`src/rtl/peripheral_uart_fifo_pkg.sv`:
```
// Shared defaults and the wrap-around pointer helper for the UART byte FIFO.
package peripheral_uart_fifo_pkg;

    localparam int unsigned UART_FIFO_DATA_WIDTH    = 8;
    localparam int unsigned UART_FIFO_DEPTH         = 16;
    localparam int unsigned UART_FIFO_TIMEOUT_WIDTH = 16;

    // Explicit wrap so that non-power-of-two depths index correctly
    function automatic int unsigned ptr_inc(input int unsigned ptr, input int unsigned depth);
        return (ptr == depth - 1) ? 0 : ptr + 1;
    endfunction

endpackage

```
`src/rtl/peripheral_uart_fifo_timeout.sv`:
```
// 16550-style character timeout: idle counter that saturates at the threshold.
module peripheral_uart_fifo_timeout
    import peripheral_uart_fifo_pkg::*;
#(
    parameter int unsigned TIMEOUT_WIDTH = UART_FIFO_TIMEOUT_WIDTH
) (
    input  logic                     clk_i,
    input  logic                     rstn_i,
    input  logic                     clr_i,
    input  logic                     empty_i,
    input  logic                     push_i,
    input  logic                     pop_i,
    input  logic [TIMEOUT_WIDTH-1:0] timeout_cycles_i,
    output logic                     timeout_o
);

    logic [TIMEOUT_WIDTH-1:0] idle_cnt;

    always_ff @(posedge clk_i or negedge rstn_i) begin
        if (!rstn_i) begin
            idle_cnt <= '0;
        end else if (clr_i || empty_i || push_i || pop_i || (timeout_cycles_i == '0)) begin
            idle_cnt <= '0;
        end else if (idle_cnt != timeout_cycles_i) begin
            idle_cnt <= idle_cnt + TIMEOUT_WIDTH'(1);
        end
    end

    assign timeout_o = (idle_cnt == timeout_cycles_i) && !empty_i && (timeout_cycles_i != '0);

endmodule

```
`src/rtl/peripheral_uart_fifo_trig.sv`:
```
// UART byte FIFO with trigger level, empty/full, sticky overflow and optional
// character timeout (enabled by defining PERIPHERAL_UART_FIFO_TIMEOUT_EN).
module peripheral_uart_fifo_trig
    import peripheral_uart_fifo_pkg::*;
#(
    parameter int unsigned DATA_WIDTH       = UART_FIFO_DATA_WIDTH,
    parameter int unsigned BUFFER_DEPTH     = UART_FIFO_DEPTH,
    parameter int unsigned LOG_BUFFER_DEPTH = $clog2(BUFFER_DEPTH),
    parameter int unsigned TIMEOUT_WIDTH    = UART_FIFO_TIMEOUT_WIDTH
) (
    input  logic                        clk_i,
    input  logic                        rstn_i,
    input  logic                        clr_i,
    input  logic [LOG_BUFFER_DEPTH:0]   trig_level_i,
    input  logic                        ovf_clr_i,
    input  logic [TIMEOUT_WIDTH-1:0]    timeout_cycles_i,
    input  logic                        valid_i,
    input  logic [DATA_WIDTH-1:0]       data_i,
    output logic                        ready_o,
    output logic [DATA_WIDTH-1:0]       data_o,
    output logic                        valid_o,
    input  logic                        ready_i,
    output logic [LOG_BUFFER_DEPTH:0]   elements_o,
    output logic                        empty_o,
    output logic                        full_o,
    output logic                        trig_o,
    output logic                        overflow_o,
    output logic                        timeout_o
);

    localparam int unsigned CW = LOG_BUFFER_DEPTH + 1;
    localparam logic [CW-1:0] DEPTH_CNT = CW'(BUFFER_DEPTH);

    logic [BUFFER_DEPTH-1:0][DATA_WIDTH-1:0] mem;
    logic [LOG_BUFFER_DEPTH-1:0]             wr_ptr;
    logic [LOG_BUFFER_DEPTH-1:0]             rd_ptr;
    logic [CW-1:0]                           count;
    logic [CW-1:0]                           trig_thr;
    logic                                    full;
    logic                                    empty;
    logic                                    push;
    logic                                    pop;
    logic                                    overflow;

    assign full  = (count == DEPTH_CNT);
    assign empty = (count == '0);
    assign push  = valid_i && !full;
    assign pop   = !empty && ready_i;

    always_ff @(posedge clk_i or negedge rstn_i) begin
        if (!rstn_i) begin
            mem      <= '0;
            wr_ptr   <= '0;
            rd_ptr   <= '0;
            count    <= '0;
            overflow <= 1'b0;
        end else begin
            // A write into a full FIFO sets the flag even against a same-cycle clear
            if (valid_i && full) begin
                overflow <= 1'b1;
            end else if (ovf_clr_i || clr_i) begin
                overflow <= 1'b0;
            end

            if (clr_i) begin
                wr_ptr <= '0;
                rd_ptr <= '0;
                count  <= '0;
            end else begin
                if (push) begin
                    mem[wr_ptr] <= data_i;
                    wr_ptr      <= LOG_BUFFER_DEPTH'(ptr_inc(32'(wr_ptr), BUFFER_DEPTH));
                end
                if (pop) begin
                    rd_ptr <= LOG_BUFFER_DEPTH'(ptr_inc(32'(rd_ptr), BUFFER_DEPTH));
                end
                if (push && !pop) begin
                    count <= count + CW'(1);
                end else if (pop && !push) begin
                    count <= count - CW'(1);
                end
            end
        end
    end

    // Levels above the depth saturate, making the trigger equivalent to full
    assign trig_thr = (trig_level_i > DEPTH_CNT) ? DEPTH_CNT : trig_level_i;
    assign trig_o   = (trig_level_i != '0) && (count >= trig_thr);

    assign ready_o    = !full;
    assign valid_o    = !empty;
    assign data_o     = mem[rd_ptr];
    assign elements_o = count;
    assign empty_o    = empty;
    assign full_o     = full;
    assign overflow_o = overflow;

`ifdef PERIPHERAL_UART_FIFO_TIMEOUT_EN
    peripheral_uart_fifo_timeout #(
        .TIMEOUT_WIDTH(TIMEOUT_WIDTH)
    ) u_timeout (
        .clk_i           (clk_i),
        .rstn_i          (rstn_i),
        .clr_i           (clr_i),
        .empty_i         (empty),
        .push_i          (push),
        .pop_i           (pop),
        .timeout_cycles_i(timeout_cycles_i),
        .timeout_o       (timeout_o)
    );
`else
    logic unused_timeout;
    assign unused_timeout = ^timeout_cycles_i;
    assign timeout_o      = 1'b0;
`endif

endmodule
```
`config.mk`:
```
export PLATFORM = sky130hd
export DESIGN_NAME = peripheral_uart_fifo_trig
export DESIGN_NICKNAME = d
export VERILOG_FILES = /design/src/rtl/peripheral_uart_fifo_pkg.sv /design/src/rtl/peripheral_uart_fifo_timeout.sv /design/src/rtl/peripheral_uart_fifo_trig.sv
export SDC_FILE = /design/constraint.sdc
export NUM_CORES = 1
export LEC_CHECK = 0
export ABC_AREA = 0
export BUFFER_PORTS_ARGS = -buffer_cell sky130_fd_sc_hd__buf_2
export CAP_MARGIN = 20
export CELL_PAD_IN_SITES_DETAIL_PLACEMENT = 1
export CELL_PAD_IN_SITES_GLOBAL_PLACEMENT = 1
export CORE_MARGIN = 5
export CORE_UTILIZATION = 40
export DETAILED_ROUTE_END_ITERATION = 8
export GPL_TIMING_DRIVEN = 0
export PLACE_DENSITY = 0.66
export SLEW_MARGIN = 20
export SYNTH_ARGS = -nofsm -noshare
export SYNTH_HDL_FRONTEND = slang
export SYNTH_SLANG_ARGS = --single-unit
export TNS_END_PERCENT = 100
```
`constraint.sdc`:
```
create_clock -name clk_i -period 3.7 [get_ports clk_i]
set_input_delay 0 -clock clk_i [delete_from_list [all_inputs] [get_ports clk_i]]
set_output_delay 0 -clock clk_i [all_outputs]
set_load 0.1 [all_outputs]
```
* Yosys cells after proc, flatten, opt, wreduce, memory -nomap -nowiden
Index checks and enable logic that the tools add are counted.
** Word-level totals
- Flip-flop bits (word level) :: 142
- Bits of input ports :: 35
- Output and inout bits :: 20
- Word-level logic and storage cells :: 69
** Operators by class
- Add/subtract/negate cells :: 4
- $lt $le $gt $ge :: 5
- Equal/unequal tests :: 3
- Muxes and demuxes :: 17
- Bitwise operators :: 1
- Reductions and logical operators :: 19
** Operators by type and width (number)
- bitwise mux 128 bit :: 1
- binary-select mux 8 bit (select 4 bit) :: 1
- demux 8 bit (select 4 bit) :: 1
- two-way mux 4 bit :: 6
- two-way mux 5 bit :: 4
- two-way mux 8 bit :: 2
- < comparator 4 x 5 -> 1 bit (second input constant) :: 2
- adder 4 x 1 -> 4 bit (second input constant) :: 2
- == test 4 bit (second input constant) :: 2
- logical AND 1 bit :: 7
- nonzero test 2 bit :: 3
- adder 5 x 1 -> 5 bit (second input constant) :: 1
- == test 5 bit (second input constant) :: 1
- greater-or-equal comparator 5 bit :: 1
- greater-than comparator 5 bit (second input constant) :: 1
- logical NOT 5 bit :: 1
- nonzero test 5 bit :: 1
- subtractor 5 x 1 -> 5 bit (second input constant) :: 1
- greater-or-equal comparator 4 x 1 -> 1 bit (second input constant) :: 1
- logical NOT 1 bit :: 4
- nonzero test 3 bit :: 1
- two-way mux 1 bit :: 2
- AND reduction 2 bit :: 1
- logical OR 1 bit :: 1
- NOT 1 bit :: 1

* Logic depth before layout (Yosys ltp)
- Depth after elaboration :: 8
- Mapped depth :: 10
- Mapped depth without buffers :: 9

* Worst setup path before layout
OpenSTA, ideal clock, no wires.
- Kind :: register -> register
- Start :: register count[0], in the netlist elements_o[0]
- End :: register count[4], in the netlist elements_o[4]
- Setup time :: 0.136 ns
- Arrival time :: 3.365 ns
- Required time :: 3.564 ns
- Path slack :: 0.198 ns
- Stages on the path, launching flop included :: 11
- Buffers on the path :: 1
- Period minus slack after synthesis :: 3.502 ns
- Path through :: dfrtp_1 or4_1 buf_2 o21ai_0 nand2_1 ha_1 a21o_1 a21oi_1 or3b_2 a32oi_1 a21oi_1
** On the way
- Longest elaborated chain between the ends :: 7
- Elaborated cells between the ends (all ways) :: 16
- Classes of those cells :: 2 x add/sub; 1 x eq/ne; 3 x mux; 10 x reduce/logical
** Ends and longest elaborated chain
- start, declared :: line peripheral_uart_fifo_trig.sv:37 : logic [CW-1:0] count;
- start signal, assigned :: line peripheral_uart_fifo_trig.sv:78 : count <= count + CW'(1);
- start signal, assigned :: line peripheral_uart_fifo_trig.sv:80 : count <= count - CW'(1);
- branches (longest 7 deep; another with subtractor 5 x 1 -> 5 bit)
Several ways; the timed one is not identified. The select of a mux whose other input is x is not followed.
A chain may end at the register's enable or synchronous reset.

* Worst setup path in the final report
- Start :: register count[3], in the netlist elements_o[3]
- End :: register count[4], in the netlist elements_o[4]
Same word-level chain as after synthesis.

==> results.txt <==
In this run the worst hold path is classified as in -> async. Of the total power, the share spent switching nets is 0.376. The detailed-router iteration count before antenna repair is 4. Synthesis produced a netlist with a net count of 584. The total wirelength of the detailed-routed design came out at 18.8 mm. Timing would allow up to 0.301 GHz. By area the synthesized netlist is led by sky130_fd_sc_hd__dfrtp_1 49%, sky130_fd_sc_hd__mux2_2 14%, sky130_fd_sc_hd__mux2_4 9.9%. The worst setup path is launched from a flip-flop. The number of distinct library cell variants in the gate-level netlist after synthesis is 50. Setup total negative slack on the finished layout was measured at 0 ns. The part of the total power dissipated in combinational logic came out at 0.331. In the routed layout, each cell is associated on average with a via count of 5.50. The proportion of layout cells with a drive suffix above 1 is 0.410.

The routed layout has 4,649 vias. In this run the remaining antenna-violating nets after routing total 0. The area fraction of the dominant cell type after synthesis came out at 0.489. In this run, synthesis inferred 0 flip-flops with an integrated enable. The root buffer selected by CTS is sky130_fd_sc_hd__clkbuf_16. The number of buffers inserted by port buffering came out at 37.

The clock latency reported for the late side of the worst-skew pair came out at 0.43 ns. The sequential cell fraction of total power came out at 0.325. The max-slew violation count came out at 0. The clock tree from TritonCTS is done. Clock skew on the completed layout was measured at 0.00994 ns.

The shortest period the worst path allows is 3.32 ns. After synthesis, the mean cell area works out to 13.6 µm². The met1 global-route usage is 0.249.

The library cell used most frequently in the layout, excluding fill and tap cells, is sky130_fd_sc_hd__dfrtp_1. The floorplan die area came out at 20,900 µm². After clock tree synthesis, the setup repair step added 0 buffers.

The gate count of the mapped netlist came out at 534. The internal power component is 3.60 mW. The slew of the pin with the lowest slew margin is 0.898 ns. The start-to-end type of the worst setup path is reg -> reg. The maximum number of pins on one net before global-route repair came out at 95. The wire length of the first global-routing pass is 30.2 mm. The floorplan step defined a core boundary enclosing 17,900 µm². The starting utilization of the core area came out at 0.406. The logic depth of the worst register-to-register path came out at 10. Setup repair after global routing left no endpoint under its margin. The TritonCTS sink count came out at 142. The share of total power dissipated in the clock network is 0.343. The first-iteration detailed-routing DRC count came out at 161. The total power per unit cell area came out at 671 nW/µm². The run finished with clean final reports. The number of antenna diodes in the final layout is 0. The x dimension of the die is 145 µm.

The deepest level of the CTS H-tree is 4. Of the synthesized area, sequential elements account for 0.489. The flip-flop cell with the highest count after synthesis is sky130_fd_sc_hd__dfrtp_1. The worst setup path is captured at a flip-flop. On the final layout, the worst hold slack is 0.0601 ns. The overall overflow remaining after global route came out at 0. The data arrival time of the worst path is 3.61 ns. Summed over all nets, the switching power comes to 2.17 mW. In this run, CTS created clock tree buffers numbering 17. The number of cell rows came out at 49. The biggest fanout along the worst timing path came out at 6.

The estimated wirelength of the detail-placed design came out at 12.6 mm. The tightest slew margin relative to the limit is 0.402. The initial antenna violation count was 0. In this run the static leakage power is 4.01 nW.

The synthesized netlist occupies a cell area of 7260 µm². The maximum resistive drop on vdd is 0.000764 V. The synthesis warning total came out at 0. The die is 145 µm tall. The synthesis-to-layout area growth is 18.4%.

The global-route met3 utilization is 0.0394. The per-cell routed wire length came out at 22.2 µm. The total I/O pin count is 55. Leaving out fill and tap cells, the most frequent cells in the layout are 142 x sky130_fd_sc_hd__dfrtp_1, 91 x sky130_fd_sc_hd__mux2_2, 48 x sky130_fd_sc_hd__mux2_4. The number of endpoints with negative hold slack in the final report is 0. The post-route clock period utilization is 0.897. The total global routing track utilization came out at 0.192.

The number of nets in the layout came out at 654. The clock transition time at the flip-flop clock pins of the worst setup and hold paths is 0.06 ns. The number of violations of the max-capacitance limit came out at 0. The biggest area consumer among synthesized cells is sky130_fd_sc_hd__dfrtp_1.

The routability congestion estimate from global placement is 0.802. The post-route DRC violation count is 0. The final setup violation count is 0. The maximum count of clock buffers along a single path came out at 2. The data required time of the worst path came out at 3.99 ns.

The number of global-route vias before repair is 5,227. The global routing stage identified its most utilized layer as met2. The setup check on the worst reg-to-reg path leaves a slack of 0.38 ns. The register bit count reported by yosys is 142.

The share of flip-flops with an asynchronous set or reset after synthesis is 1.00. The met2 layer usage reported by global route is 0.328.
==> cells in the mapped netlist (all sizes together), types with 3 or more instances <==
master	instances
nor3	3
nor4	3
dfrtp	142
nor2	11
nand3	6
a21oi	21
ha	14
nand4	4
nor2b	7
o21ai	20
inv	7
and3	7
buf	18
mux2	139
a22oi	8
clkbuf	20
a221oi	8
nand2b	3
nand2	28
mux2i	25
mux4	16
==> metrics by stage <==
step                      worst slack [ns]  instance area (µm²)  utilization  power, mW  instances
after global routing                0.0707                 8600        0.480       6.00        846
after CTS                            0.159                 8600        0.480       5.82        846
after floorplan                      0.198                 7260            -       3.39        534
after global placement               0.306                 7730        0.432       3.74        800
final                                0.380                 8600        0.480       5.77        846
after detailed placement             0.189                 7790        0.435       3.80        801
==> power by group through the flow <==
| stage | sequential (mW) | combinational [mW] | clock (mW) |
|---|---|---|---|
| after floorplan | 2.02 | 1.37 | 0 |
| after global placement | 1.88 | 1.86 | 0 |
| after detailed placement | 1.90 | 1.90 | 0 |
| after CTS | 1.88 | 1.93 | 2.01 |
| after global routing | 1.90 | 2.03 | 2.08 |
| final | 1.88 | 1.91 | 1.98 |
==> state kept, by name, indices dropped and copies added (netlist names) <==
signal and count:
elements_o 5, mem 128, overflow_o 1, rd_ptr 4, wr_ptr 4
==> path summary, 6_finish.rpt <==
path | startpoint | endpoint
min | rstn_i | mem[46]$_DFFE_PN0P_
max reg2reg | elements_o[3]$_DFFE_PN0P_ | elements_o[4]$_DFFE_PN0P_
min reg2reg | mem[125]$_DFFE_PN0P_ | mem[125]$_DFFE_PN0P_
max in group asynchronous | rstn_i | mem[93]$_DFFE_PN0P_
max | elements_o[3]$_DFFE_PN0P_ | elements_o[4]$_DFFE_PN0P_
min in group clk_i | clr_i | elements_o[0]$_DFFE_PN0P_
==> kinds of logic after synthesis <==
kind of cell / share of synthesized area
multiplexers: 0.325
AND/OR/NAND/NOR: 0.0639
flip-flops: 0.489
buffers and inverters: 0.0312
adder cells (fa/ha/maj): 0.0269
AO/OA/AOI/OAI: 0.0598
XOR/XNOR: 0.00362
other: 0.000517
==> critical path: stages, from the launching register on <==
cell,delay (ns)
sky130_fd_sc_hd__dfrtp_1,0.46
sky130_fd_sc_hd__or4_1,0.53
sky130_fd_sc_hd__buf_2,0.18
sky130_fd_sc_hd__o21ai_1,0.35
sky130_fd_sc_hd__nand2_1,0.25
sky130_fd_sc_hd__ha_1,0.37
sky130_fd_sc_hd__a21o_1,0.12
sky130_fd_sc_hd__a21oi_1,0.12
sky130_fd_sc_hd__or3b_2,0.50
sky130_fd_sc_hd__a32oi_1,0.22
sky130_fd_sc_hd__a21oi_1,0.09
==> metal layers <==
layer | vias to the layer above | part of all wire
met5 | - | 0
met4 | 0 | 0.018
met2 | 55 | 0.51
met3 | 27 | 0.023
li1 | 2101 | -
met1 | 2466 | 0.45
==> layout make-up <==
class / count / area, µm²
plain buffers: 38 / 201
clock buffers: 19 / 443
clock inverters: 13 / 236
fillers: 1841 / 9310
inverters: 7 / 26.3
multi-input cells: 347 / 3500
flip-flops and latches: 142 / 3550
well taps: 229 / 287
repair buffers: 51 / 353
==> timing repair <==
item / in CTS / in global routing
hold buffers: 13 / 0
setup endpoints to repair: 0 / 1
resized for setup: 0 / 1
hold endpoints to repair: 192 / 0
Note: power is estimated with default switching activity, not from simulation.
